<file path="config.mk">
export PLATFORM = sky130hd
export DESIGN_NAME = flag_hazard_controller
export DESIGN_NICKNAME = d
export VERILOG_FILES = /design/src/rtl/flag_hazard_controller_pkg.sv /design/src/rtl/flag_hazard_controller_cond_eval.sv /design/src/rtl/flag_hazard_controller.sv
export SDC_FILE = /design/constraint.sdc
export NUM_CORES = 1
export LEC_CHECK = 0
export ABC_AREA = 0
export BUFFER_PORTS_ARGS = -buffer_cell sky130_fd_sc_hd__buf_2
export CAP_MARGIN = 20
export CORE_UTILIZATION = 47
export DETAILED_ROUTE_END_ITERATION = 10
export GPL_ROUTABILITY_DRIVEN = 0
export GPL_TIMING_DRIVEN = 0
export HOLD_SLACK_MARGIN = 0.1
export PLACE_DENSITY_LB_ADDON = 0.05
export SYNTH_ARGS = -nofsm -noshare
export SYNTH_HDL_FRONTEND = slang
export SYNTH_SLANG_ARGS = --single-unit
</file>
<file path="constraint.sdc">
create_clock -name clk -period 2.55 [get_ports clk]
set_clock_uncertainty 0.2 [all_clocks]
set_input_delay 0.255 -clock clk [delete_from_list [all_inputs] [get_ports clk]]
set_output_delay 0.255 -clock clk [all_outputs]
set_load 0.01 [all_outputs]
</file>
<file path="src/rtl/flag_hazard_controller_pkg.sv">
// Shared constants for the flag hazard controller.
// ARM condition codes, flag bit positions and FSM states.
package flag_hazard_controller_pkg;

  typedef enum logic [3:0] {
    COND_EQ = 4'b0000,
    COND_NE = 4'b0001,
    COND_CS = 4'b0010,
    COND_CC = 4'b0011,
    COND_MI = 4'b0100,
    COND_PL = 4'b0101,
    COND_VS = 4'b0110,
    COND_VC = 4'b0111,
    COND_HI = 4'b1000,
    COND_LS = 4'b1001,
    COND_GE = 4'b1010,
    COND_LT = 4'b1011,
    COND_GT = 4'b1100,
    COND_LE = 4'b1101,
    COND_AL = 4'b1110,
    COND_NV = 4'b1111
  } cond_e;

  // Flags are packed {z,c,n,v}.
  localparam int FLAG_Z = 3;
  localparam int FLAG_C = 2;
  localparam int FLAG_N = 1;
  localparam int FLAG_V = 0;

  typedef enum logic [1:0] {
    ST_IDLE,
    ST_PENDING,
    ST_STALL
  } state_e;

endpackage

</file>
<file path="src/rtl/flag_hazard_controller_cond_eval.sv">
// Combinational ARM condition evaluator.
// Ports: cond (condition field), flags {z,c,n,v}, pass.
module cond_eval
  import flag_hazard_controller_pkg::*;
#(
  parameter int COND_LEN = 4
) (
  input  logic [COND_LEN-1:0] cond,
  input  logic [3:0]          flags,
  output logic                pass
);

  logic z, c, n, v;

  assign z = flags[FLAG_Z];
  assign c = flags[FLAG_C];
  assign n = flags[FLAG_N];
  assign v = flags[FLAG_V];

  always_comb begin
    pass = 1'b0;
    case (cond)
      COND_EQ: pass = z;
      COND_NE: pass = ~z;
      COND_CS: pass = c;
      COND_CC: pass = ~c;
      COND_MI: pass = n;
      COND_PL: pass = ~n;
      COND_VS: pass = v;
      COND_VC: pass = ~v;
      COND_HI: pass = c & ~z;
      COND_LS: pass = ~c | z;
      COND_GE: pass = (n == v);
      COND_LT: pass = (n != v);
      COND_GT: pass = ~z & (n == v);
      COND_LE: pass = z | (n != v);
      COND_AL: pass = 1'b1;
      default: pass = 1'b0;
    endcase
  end

endmodule

</file>
<file path="src/rtl/flag_hazard_controller.sv">
// Issues conditional instructions from decode to execute, owns the
// status register, stalls on in-flight flag writers, bypasses wb flags.
// Ports: clk, rst_n; id_* decode handshake; wb_flag_valid/wb_flags;
// flush; ex_* issue outputs; status_register, pending_cnt,
// stall_cycles, flag_err.
module flag_hazard_controller
  import flag_hazard_controller_pkg::*;
#(
  parameter int MAX_PENDING = 3,
  parameter int COND_LEN    = 4,
  localparam int PW = $clog2(MAX_PENDING + 1)
) (
  input  logic                clk,
  input  logic                rst_n,
  input  logic                id_valid,
  output logic                id_ready,
  input  logic [COND_LEN-1:0] id_cond,
  input  logic                id_s,
  input  logic                wb_flag_valid,
  input  logic [3:0]          wb_flags,
  input  logic                flush,
  output logic                ex_valid,
  output logic                ex_execute,
  output logic                ex_s,
  output logic [3:0]          status_register,
  output logic [PW-1:0]       pending_cnt,
  output logic [15:0]         stall_cycles,
  output logic                flag_err
);

  logic [3:0]    eff_flags;
  logic [PW-1:0] eff_pending;
  logic [PW-1:0] pend_nxt;
  logic          wb_dec;
  logic          hazard;
  logic          full;
  logic          accept;
  logic          pass;
  logic          stall;
  logic          ex_s_nxt;
  state_e        state;
  state_e        state_nxt;

  // A writeback this cycle retires one writer and its flags are
  // usable right away, so issue never waits an extra cycle.
  assign wb_dec      = wb_flag_valid & (pending_cnt != '0);
  assign eff_flags   = wb_flag_valid ? wb_flags : status_register;
  assign eff_pending = pending_cnt - PW'(wb_dec);

  assign hazard   = (id_cond != COND_LEN'(COND_AL))
                  & (eff_pending != '0);
  assign full     = id_s & (eff_pending == PW'(MAX_PENDING));
  assign id_ready = ~flush & ~hazard & ~full;
  assign accept   = id_valid & id_ready;
  assign ex_s_nxt = accept & id_s & pass;
  assign stall    = id_valid & hazard & ~flush;

  cond_eval #(
    .COND_LEN (COND_LEN)
  ) u_cond_eval (
    .cond  (id_cond),
    .flags (eff_flags),
    .pass  (pass)
  );

  always_comb begin
    pend_nxt  = eff_pending + PW'(ex_s_nxt);
    state_nxt = ST_IDLE;
    if (flush) begin
      pend_nxt  = '0;
      state_nxt = ST_IDLE;
    end else if (stall) begin
      state_nxt = ST_STALL;
    end else if (pend_nxt != '0) begin
      state_nxt = ST_PENDING;
    end
  end

  always_ff @(posedge clk or negedge rst_n) begin
    if (!rst_n) begin
      state           <= ST_IDLE;
      pending_cnt     <= '0;
      status_register <= '0;
      ex_valid        <= 1'b0;
      ex_execute      <= 1'b0;
      ex_s            <= 1'b0;
      stall_cycles    <= '0;
      flag_err        <= 1'b0;
    end else begin
      state       <= state_nxt;
      pending_cnt <= pend_nxt;
      ex_valid    <= accept;
      ex_execute  <= accept & pass;
      ex_s        <= ex_s_nxt;
      if (wb_flag_valid)
        status_register <= wb_flags;
      if (wb_flag_valid && pending_cnt == '0 && !flush)
        flag_err <= 1'b1;
      if (state == ST_STALL && stall_cycles != 16'hFFFF)
        stall_cycles <= stall_cycles + 16'd1;
    end
  end

endmodule

</file>
After elaboration in Yosys (flattened, before gate mapping)

Cells that the tools add are included.

Bits in registers: 28
Output and inout bits: 27
Logic and storage cells: 68

$add $sub $neg: 3
Equal/unequal tests: 20
Muxes and demuxes: 6
Bitwise logic cells: 22
Reductions and logical operators: 9

Operators with widths:

| cell                    | count |
|---|---|
| $eq A4 B4 Y1 const B    | 7 |
| $add A16 B1 Y16 const B | 1 |
| $eq A4 B3 Y1 const B    | 4 |
| $ne A16 B16 Y1 const B  | 1 |
| $pmux W1 S15            | 1 |
| $and A1 B1 Y1           | 13 |
| $eq A4 B2 Y1 const B    | 2 |
| $not A1 Y1              | 7 |
| $mux W2                 | 3 |
| $reduce_bool A2 Y1      | 3 |
| $eq A2 B2 Y1 const B    | 2 |
| $eq A4 B1 Y1 const B    | 1 |
| $logic_not A4 Y1        | 1 |
| $mux W4                 | 1 |
| $ne A4 B4 Y1 const B    | 1 |
| $logic_and A1 B1 Y1     | 3 |
| $add A2 B1 Y2           | 1 |
| $logic_not A2 Y1        | 1 |
| $or A1 B1 Y1            | 2 |
| $sub A2 B1 Y2           | 1 |
| $eq A1 B1 Y1            | 1 |
| $logic_not A1 Y1        | 1 |
| $mux W1                 | 1 |
| $ne A1 B1 Y1            | 1 |

Longest topological paths before layout

Depth after elaboration: 16
Gate-level depth with buffers: 11
Gate-level depth less buffers: 10

By module

From an unflattened synthesis, not the netlist that was laid out.

Cell total of the unflattened synthesis: 143
Area total of the unflattened synthesis: 1517.7 um^2

Modules (own cells, without submodules):

| module                 | instances | cells each | area each (um^2) |
|---|---|---|---|
| flag_hazard_controller | 1         | 115        | 1323.8 |
| cond_eval              | 1         | 28         | 193.9 |

Least setup slack after synthesis

No wires, ideal clock.

Path type: register to register
From: reg status_register[1]
To: reg state[0]
Library setup time: 0.121 ns
Arrival time: 2.201 ns
Data required time: 2.229 ns
Slack: 0.028 ns
Cell stages (with the launch flop): 10
Path through: dfrtp_1 -> mux2i_1 -> inv_1 -> xnor2_1 -> o311ai_1 -> a221oi_2 -> a2111oi_2 -> ha_1 -> nor2b_1 -> o22a_1

Word-level cells in the longest chain between the ends: 10
Elaborated cells between the ends (all ways): 13
Those cells by class: add/sub: 1; eq/ne: 2; mux: 5; bitwise: 4; reduce/logical: 1

RTL lines:

| what                                          | RTL line                                                                       | RTL |
|---|---|---|
| from (decl)                                   | flag_hazard_controller.sv:25                                                   | `output logic [3:0] status_register,` |
| from (signal assigned)                        | flag_hazard_controller.sv:96                                                   | `status_register <= wb_flags;` |
| $mux W4 (*)                                   | --                                                                             |  |
| net eff_flags[1]                              | flag_hazard_controller.sv:31                                                   | `logic [3:0] eff_flags;` |
| $ne A1 B1 Y1 or $eq A1 B1 Y1 (tied branches)  | --                                                                             |  |
| $or A1 B1 Y1 or $and A1 B1 Y1 (tied branches) | flag_hazard_controller_cond_eval.sv:36, flag_hazard_controller_cond_eval.sv:35 |  |
| $pmux W1 S15 (*)                              | flag_hazard_controller_cond_eval.sv:22                                         | `case (cond)` |
| $and A1 B1 Y1 (*)                             | flag_hazard_controller.sv:55                                                   | `assign ex_s_nxt = accept & id_s & pass;` |
| net ex_s_nxt                                  | flag_hazard_controller.sv:40                                                   | `logic ex_s_nxt;` |
| $add A2 B1 Y2 (*)                             | flag_hazard_controller.sv:67                                                   | `pend_nxt = eff_pending + PW'(ex_s_nxt);` |
| $reduce_bool A2 Y1 (*)                        | flag_hazard_controller.sv:74                                                   | `end else if (pend_nxt != '0) begin` |
| $mux W1 (*)                                   | flag_hazard_controller.sv:74                                                   |  |
| $mux W2 (*)                                   | flag_hazard_controller.sv:72                                                   | `end else if (stall) begin` |
| $mux W2 (*)                                   | flag_hazard_controller.sv:69                                                   | `if (flush) begin` |
| net state_nxt[0]                              | flag_hazard_controller.sv:42                                                   | `state_e state_nxt;` |
| to (signal assigned)                          | flag_hazard_controller.sv:90                                                   | `state <= state_nxt;` |
| to (decl)                                     | flag_hazard_controller.sv:41                                                   | `state_e state;` |

The timed path passes the listed nets; every way through them passes the cells marked *.
A chain may end at the register's enable or synchronous reset.

Final worst setup path

From: reg status_register[0]
To: reg state[0]

Word-level cells in the longest chain between the ends: 10
Elaborated cells between the ends (all ways): 13
Those cells by class: add/sub: 1; eq/ne: 2; mux: 5; bitwise: 4; reduce/logical: 1

RTL lines:

| what                                          | RTL line |
|---|---|
| $mux W4 (*)                                   | -- |
| $ne A1 B1 Y1 or $eq A1 B1 Y1 (tied branches)  | -- |
| $or A1 B1 Y1 or $and A1 B1 Y1 (tied branches) | flag_hazard_controller_cond_eval.sv:36, flag_hazard_controller_cond_eval.sv:35 |
| $pmux W1 S15 (*)                              | flag_hazard_controller_cond_eval.sv:22 |
| $and A1 B1 Y1 (*)                             | flag_hazard_controller.sv:55 |
| net ex_s_nxt                                  | flag_hazard_controller.sv:40 |
| $add A2 B1 Y2 (*)                             | flag_hazard_controller.sv:67 |
| $reduce_bool A2 Y1 (*)                        | flag_hazard_controller.sv:74 |
| $mux W1 (*)                                   | flag_hazard_controller.sv:74 |
| $mux W2 (*)                                   | flag_hazard_controller.sv:72 |
| $mux W2 (*)                                   | flag_hazard_controller.sv:69 |
| net state_nxt[0]                              | flag_hazard_controller.sv:42 |

Marks and branches as above.

==> flow_summary.toml <==
[pwr]
p_leak_nw = 0.992
vdd_ir_drop_max_v = 0.000437
power_density_nw_per_um2 = 707

[critical_path]
r2r_start = "status_register[0]"
regToRegSetupSlack_ps = -50
worstPathArrival_ps = 2640
start_kind = "flip-flop"
cpLargestDelayFamily = "compound AO/OA/AOI/OAI gates"
path_class = "flip-flop to flip-flop"
end_kind = "flip-flop"
crit_path_max_fanout = 2
critical_path_buf_inv_count = 1
required_ps = 2590
cpPeakStageDelay_ps = 450
cpMaxStageDelayCell = "dfrtp_1"
worstReg2RegEnd = "state[0]"
r2r_cells = 10
path_cells = "mux2i_4, buf_6, mux2i_1, nor3_1, o31a_1, a2111oi_4, ha_2, xnor2_2, nor2_2, o22a_1"

[global_routing]
grt_overflow = 0
grt_start_max_net_pins = 29
antenna_found_initial = 0
grt_pass1_wl_mm = 5.15
grt.total_usage_pct = 19.7
grt_pass1_vias = 1151

[floorplanning]
initial_core_util_pct = 50.2
top_level_ports = 41
core_region_area_um2 = 3080
fp.dieH_um = 59.3
die_x_um = 59.3
std_cell_rows = 20
dieArea_um2 = 3520

[finish]
finish.net_count = 217
regArea_um2 = 702
fillCellCount = 266
final_area_um2 = 2010
drive_above_1_share_pct = 35.2
diodes = 0
multi_input_area_um2 = 841
area_delta_synth_final_pct = 29.8

[sta]
post-route-period-util_pct = 102
fmax_mhz = 385
relSlewSlack_pct = 58.7
slew_viol_final = 0
worstMarginPinSlew_ps = 620
period_needed_ps = 2600
rsz0062_at_grt = "yes"
fin_ws_ps = -46.0
hold_viol = 0
finalSetupViolations = 1

[yosys]
syn_area_per_cell_um2 = 10.7
synth-main-ff-cell = "dfrtp_1"
synth_edf_count = 0
yosys.area_share.simple_pct = 18.2
yosys.area_share.adder_pct = 2.43
synth_area_leaders = "dfrtp_1 45%, xnor2_1 6.2%, mux2i_1 5.8%"
synth.net_count = 162
synth-compound-area-share_pct = 11.3
synth_mux_area_share_pct = 9.47
ys_warn_count = 0
synth_top_family_by_area = "simple AND/OR/NAND/NOR gates"
yosysUniqueCellTypes = 43
synth_seq_area_share_pct = 45.3
ys_ff_latch = 28
syn_area_um2 = 1550
synth_xor_area_share_pct = 9.64
synth_cells = 145
synthArstFlopShare_pct = 100
yosysTopAreaCell = "dfrtp_1"
netlist.area_leader.share_pct = 45.3

[routing]
avgRoutedWirePerCell_um = 13.1
viasPerCell = 5.18
first_iter_violations = 42
drtAntennaViolNets = 0
drc = 0
routed_wl_mm = 3.17
vias = 1258
dr.pass1.iters = 4

[place]
pre_cts_slack_ps = -317
dp_hpwl_mm = 2.24
dpl_cell_area_um2 = 1790
io_buffers = 38

[cts]
cts.clk_slew.worst_paths_ps = 160
htreeDepth = 1
cts_tree = "yes"
root_buffer = "clkbuf_4"
cts_buffers = 3
clock_latency_ps = 330
clock_path_buffers = 2
clock_sinks = 28

[hold_path]
hold_end = "ex_valid"
min_path_type = "input pin to flip-flop"
holdPathStages = 3
min_from = "id_valid"

[status]
status = "finished with violations"
violations = "setup timing"

[job]
max-cap-violations = 0
-- where the power goes --
group / leakage, nW / switching, mW / internal (mW)
logic: 0.597 / 0.294 / 0.255
registers: 0.367 / 0.0628 / 0.514
clock network: 0.0279 / 0.135 / 0.159
-- worst max path at each step --
stage / from / to / slack [ps] / depth (start not counted)
final: status_register[0] / state[0] / -50 / 10
after global routing: status_register[0] / state[0] / -150 / 10
after detailed placement: wb_flag_valid / state[0] / -320 / 11
after global placement: wb_flag_valid / state[0] / -250 / 11
after floorplan: status_register[1] / state[0] / 30 / 9
after CTS: status_register[0] / state[0] / -30 / 9
-- sequential cells by signal, summed over array words and instances, names as in the netlist --
signal           cells
ex_execute           1
stall_cycles        16
status_register      4
ex_valid             1
state                2
flag_err             1
ex_s                 1
pending_cnt          2
-- placed cells by master, fill, tap and decap left out, types with 3 or more instances in the layout --
master,Yosys,routed
mux2i_1,9,8
nor3b_1,3,3
dlygate4sd3_1,0,6
nand3_1,9,9
nor3_1,5,5
buf_2,3,41
nand2_1,7,7
dfrtp_1,28,27
nor2_1,8,7
inv_1,8,7
a21oi_1,5,5
buf_4,0,5
xor2_1,6,5
clkbuf_4,0,3
and3_1,3,3
xnor2_1,11,10
-- worst reg2reg max path, cell delays in order (launching register included) --
cell and delay [ps]:
dfrtp_1 450, mux2i_4 180, buf_6 130, mux2i_1 170, nor3_1 70, o31a_1 350
a2111oi_4 340, ha_2 250, xnor2_2 130, nor2_2 70, o22a_1 180
-- Yosys cell counts, types with 3 or more instances --
library cell,number
dfrtp_1,28
xnor2_1,11
mux2i_1,9
nand3_1,9
inv_1,8
nor2_1,8
nand2_1,7
xor2_1,6
a21oi_1,5
nor3_1,5
and3_1,3
buf_2,3
ha_1,3
nor2b_1,3
nor3b_1,3
-- through the flow --
step | util (%) | cells | power (mW) | setup TNS [ps] | hold WS (ps)
global placement | 58.2 | 227 | 1.02 | -406 | 108
global route | 65.2 | 243 | 1.53 | -232 | 106
finish | 65.2 | 243 | 1.42 | -46.0 | 104
CTS | 63.7 | 240 | 1.38 | -27.9 | 103
detailed placement | 58.2 | 227 | 1.04 | -581 | 115
floorplan | - | 145 | 0.880 | 0 | -241
-- cells by family after synthesis --
group,Yosys count
DFF,28
buffers and inverters,12
and+or+nand+nor,50
AOI/OAI and AO/OA,22
xor gates and xnor gates,17
adders and majority gates,3
muxes,13
-- metal layers --
layer	GRT usage (%)	vias to the layer above	routed length, um
met5	0	-	0
met2	32.4	25	1570
met4	7.14	0	15
li1	-	627	-
met1	26.3	604	1480
met3	2.84	2	100
-- final cells by class --
cell class              instances  share of cell area [%]
inverters                       8                    1.50
multi-input cells             105                    41.9
clock inverters                 1                    1.50
plain buffers                   4                    1.31
repair buffers                 50                    14.9
clock buffers                   3                    1.12
flip-flops and latches         28                    35.0
well taps                      44                    2.74
-- what timing repair did --
item                                    CTS  global route
pin swaps                                 5             7
setup buffers                             3             4
hold buffers                              6             0
hold endpoints to repair                 35             0
gates resized for setup                   6             7
endpoints found under the setup margin    4             2
Power figures use the tool's default switching activity.
